<file path="src/rtl/byte_rr_arbiter.sv">
// Round-robin arbiter and capture stage for a 4:1 byte mux. It drives the mux select,
// latches the returned byte, acks the requester and offers the byte on a valid/ready port.
module byte_rr_arbiter (
    input  logic       Clk,
    input  logic       Reset,
    input  logic [3:0] req,
    input  logic [7:0] mux_dout,
    input  logic       out_ready,
    output logic [1:0] select,
    output logic [3:0] ack,
    output logic [7:0] data_out,
    output logic       out_valid,
    output logic [7:0] xfer_count
);

    typedef enum logic [1:0] {StIdle, StCapture, StOutput} state_e;

    state_e     state_q, state_d;
    logic [1:0] select_q, select_d;
    logic [1:0] last_q, last_d;
    logic [3:0] ack_q, ack_d;
    logic [7:0] data_q, data_d;
    logic       valid_q, valid_d;
    logic [7:0] count_q, count_d;

    logic [1:0] grant;
    logic       found;

    // Scan from the requester after the last one served, wrapping mod 4.
    always_comb begin
        grant = last_q;
        found = 1'b0;
        for (int k = 1; k <= 4; k++) begin
            if (!found && req[last_q + 2'(k)]) begin
                grant = last_q + 2'(k);
                found = 1'b1;
            end
        end
    end

    always_comb begin
        state_d  = state_q;
        select_d = select_q;
        last_d   = last_q;
        ack_d    = 4'b0000;
        data_d   = data_q;
        valid_d  = valid_q;
        count_d  = count_q;
        unique case (state_q)
            StIdle: begin
                if (found) begin
                    select_d = grant;
                    state_d  = StCapture;
                end
            end
            StCapture: begin
                // req is not re-checked; the requester holds its byte until ack.
                data_d  = mux_dout;
                valid_d = 1'b1;
                ack_d   = 4'b0001 << select_q;
                state_d = StOutput;
            end
            StOutput: begin
                if (valid_q && out_ready) begin
                    valid_d = 1'b0;
                    last_d  = select_q;
                    count_d = count_q + 8'd1;
                    state_d = StIdle;
                end
            end
            default: state_d = StIdle;
        endcase
    end

    always_ff @(posedge Clk) begin
        if (Reset) begin
            state_q  <= StIdle;
            select_q <= 2'd0;
            last_q   <= 2'd3;
            ack_q    <= 4'b0000;
            data_q   <= 8'h00;
            valid_q  <= 1'b0;
            count_q  <= 8'd0;
        end else begin
            state_q  <= state_d;
            select_q <= select_d;
            last_q   <= last_d;
            ack_q    <= ack_d;
            data_q   <= data_d;
            valid_q  <= valid_d;
            count_q  <= count_d;
        end
    end

    assign select     = select_q;
    assign ack        = ack_q;
    assign data_out   = data_q;
    assign out_valid  = valid_q;
    assign xfer_count = count_q;

endmodule

</file>
<file path="config.mk">
export PLATFORM = sky130hd
export DESIGN_NAME = byte_rr_arbiter
export DESIGN_NICKNAME = d
export VERILOG_FILES = /design/src/rtl/byte_rr_arbiter.sv
export SDC_FILE = /design/constraint.sdc
export NUM_CORES = 1
export LEC_CHECK = 0
export ABC_AREA = 1
export BUFFER_PORTS_ARGS = -buffer_cell sky130_fd_sc_hd__buf_2
export CAP_MARGIN = 40
export CORE_ASPECT_RATIO = 0.75
export CORE_MARGIN = 2
export CORE_UTILIZATION = 50
export CTS_BUF_LIST = sky130_fd_sc_hd__clkbuf_16
export DETAILED_ROUTE_END_ITERATION = 16
export GPL_ROUTABILITY_DRIVEN = 0
export PLACE_DENSITY = 0.76
export SETUP_SLACK_MARGIN = 0.2
export SYNTH_ARGS = -nofsm -noshare
export SYNTH_HDL_FRONTEND = slang
export SYNTH_SLANG_ARGS = --single-unit
</file>
<file path="constraint.sdc">
create_clock -name Clk -period 1.3 [get_ports Clk]
set_input_delay 0.13 -clock Clk [delete_from_list [all_inputs] [get_ports Clk]]
set_output_delay 0.13 -clock Clk [all_outputs]
set_load 0.02 [all_outputs]
</file>
==> metrics <==
status=finished, violations left; failing checks=negative setup slack; Root Buffer=clkbuf_16; Leakage=0.931 nW; Final Max Slew Viols=0; CP peak stage delay=380 ps; Detailed Route WL=3.84 mm; remaining global-route overflow=0; worst-case reg-to-reg path depth=11; worst ir drop on vdd=0.860 mV; Fmax=739 MHz; pre-CTS setup slack=-118 ps; Max-cap violations=0; worst setup path startpoint=last_q[0]; required time of the critical path=1460 ps; Setup-failing EPs final=3; DRC violations left=0; DR vias=1,357; crit path kind=flop to flop; synth top area cells=dfxtp_1, nand2_1, nor2_1; critical path data arrival time=1510 ps; ANT nets after route=0; antenna cells=0; Crit Path Max Fanout=6; CTS buffer count=3; vias in the first global route=1,195; WP depth=11; Hold Buf Count CTS=0; synthesis-stage register bit count=27; Initial Util=0.537; # IOs=38; Yosys top cell area share=0.429; vias per cell=5.26; crit path max-delay cell type=dfxtp_4; die width=61.9 µm; EDFF count, synth=0; Yosys cell types=27; Hold Crit Class=primary input to flop; fin area=0.00192 mm²; Worst Max-Slew Pin Slew=247 ps; Synth Flop Type=dfxtp_1; Hold Fails Final Rpt=0; share of layout cells above drive strength 1=0.549; Cells after Synth=166; YS warnings=0; asr flop ratio synth=0; drt pass-1 iters=4; worst r2r src=last_q[0]; H-tree depth=1; Post-DP Area=0.00154 mm²; CTS tree=built; CP top delay family=simple AND/OR/NAND/NOR gates; period utilization=1.04; TritonCTS Sinks=27; Nets=241; RSZ-0062 raised after global routing=yes; largest net degree at the start of global routing=15; DRT iter0 DRCs=52; min cycle time layout=1350 ps; worst setup path end=select[0]; Startpoint Class=flop; die area=0.00294 mm²; FF-to-FF setup slack=-50 ps; Area growth syn-to-layout=52.7%; Post-synth top cells=nand2_1, nor2_1, dfxtp_1; Slew HR=0.835; Seq/Total Area, Yosys=0.429; setup TNS=-105 ps; DP HPWL=2.40 mm; area of the mapped netlist=0.00126 mm²; first-pass GRT wire length=5.35 mm; final hold slack=82.0 ps; Die Ht=47.5 µm; Mean Syn Cell Area=7.58 µm²; final worst slack=-52.8 ps; core box area=0.00235 mm²; initial antenna violation count=0; CP dominant cell by count=nand2_4; drt wl/cell=14.9 µm; crit end category=flop; clk buf depth=2; PortBufs=37; power density cells=1190 mW/mm²; Total GRT Usage=0.258; CP Cell Sequence=buf_6, nand2_4, nand2_4, nand2_4, nand2_4, nand2_1, nand2_2, nand2_1, nand2_1, nor2_1, nor2_1; Synth area leader=dfxtp_1; clock slew at reported path FFs=70 ps; Layout Skew=5.15 ps; worst path bufs/invs=1; worst r2r dst=select[0]; syn nets=182; Clock Latency Late Sink=260 ps; Rows=15
[placed cells by master, fill, tap and decap left out, types with 2 or more instances in the layout]
| cell type | n |
|---|---|
| clkbuf_16 | 3 |
| nor3_1 | 3 |
| buf_6 | 10 |
| o21ai_2 | 10 |
| inv_4 | 2 |
| nand3_1 | 7 |
| buf_4 | 11 |
| inv_1 | 12 |
| nand4_1 | 2 |
| nand2_4 | 11 |
| buf_2 | 37 |
| a21oi_2 | 3 |
| a21oi_1 | 2 |
| nor2_2 | 4 |
| nand2_1 | 22 |
| nand2_2 | 11 |
| nand3_2 | 3 |
| dfxtp_4 | 5 |
| dfxtp_1 | 20 |
| inv_2 | 2 |
| dfxtp_2 | 2 |
| nor2_1 | 23 |
| o211ai_1 | 3 |
| nor2_4 | 3 |
[how the worst min path moves through the flow]
stage / slack (ps) / from / end / cells after the start
after CTS: 100 / Reset / xfer_count[0] / 2
after global routing: 100 / mux_dout[6] / data_out[6] / 3
after detailed placement: 360 / mux_dout[7] / data_out[7] / 3
after global placement: 350 / mux_dout[6] / data_out[6] / 3
final: 80 / mux_dout[6] / data_out[6] / 3
after floorplan: 190 / Reset / xfer_count[0] / 1
[cells by family after synthesis]
group                      Yosys count  synth area share
xor gates and xnor gates             1           0.00696
DFF                                 27             0.429
buffers and inverters               20            0.0746
adders and majority gates            1           0.00994
AOI/OAI and AO/OA                   23             0.103
and+or+nand+nor                     94             0.376
[per-stage QoR]
step | utilization | power [W] | cells
6_report | 0.819 | 0.00228 | 258
4_1_cts | 0.720 | 0.00213 | 250
2_1_floorplan | - | 0.00126 | 166
5_1_grt | 0.819 | 0.00237 | 258
3_3_place_gp | 0.654 | 0.00140 | 239
3_5_place_dp | 0.654 | 0.00142 | 239
[worst reg2reg max path, stage by stage (launching register included)]
cell	delay [ps]
dfxtp_4	380
buf_6	140
nand2_4	70
nand2_4	60
nand2_4	70
nand2_4	60
nand2_1	110
nand2_2	80
nand2_1	80
nand2_1	70
nor2_1	90
nor2_1	50
[report_power, final]
part | switching [W] | total (W) | internal [W]
Sequential | 0.0000614 | 0.000962 | 0.000901
Combinational | 0.000385 | 0.000630 | 0.000245
Clock | 0.000275 | 0.000687 | 0.000412
Total | 0.000722 | 0.00228 | 0.00156
[routing by layer]
metal / up-vias / wire [µm] / GRT usage
met2: 63 / 1920 / 0.451
met1: 626 / 1500 / 0.310
met3: 16 / 265 / 0.0649
met4: 0 / 156 / 0.0979
li1: 652 / - / -
met5: - / 0 / 0
[state kept, by name, indices dropped and copies added, names as in the netlist]
signal and count:
state_q 2, select 2, data_out 8, xfer_count 8, ack 4, last_q 2, out_valid 1
[repair_timing]
action | in CTS | in global routing
pin swaps | 3 | 21
setup endpoints to repair | 21 | 26
gates resized for setup | 10 | 58
buffers inserted | 7 | 8
gates cloned | 0 | 0
[cell type report]
cell class / instances / area, µm²
Multi-Input combinational cell: 119 / 786
Sequential cell: 27 / 562
Fill cell: 151 / 424
Timing Repair Buffer: 58 / 380
Clock buffer: 3 / 75.1
Inverter: 16 / 72.6
Tap cell: 34 / 42.5
Clock inverter: 1 / 3.75
(Power assumes the default switching activity.)
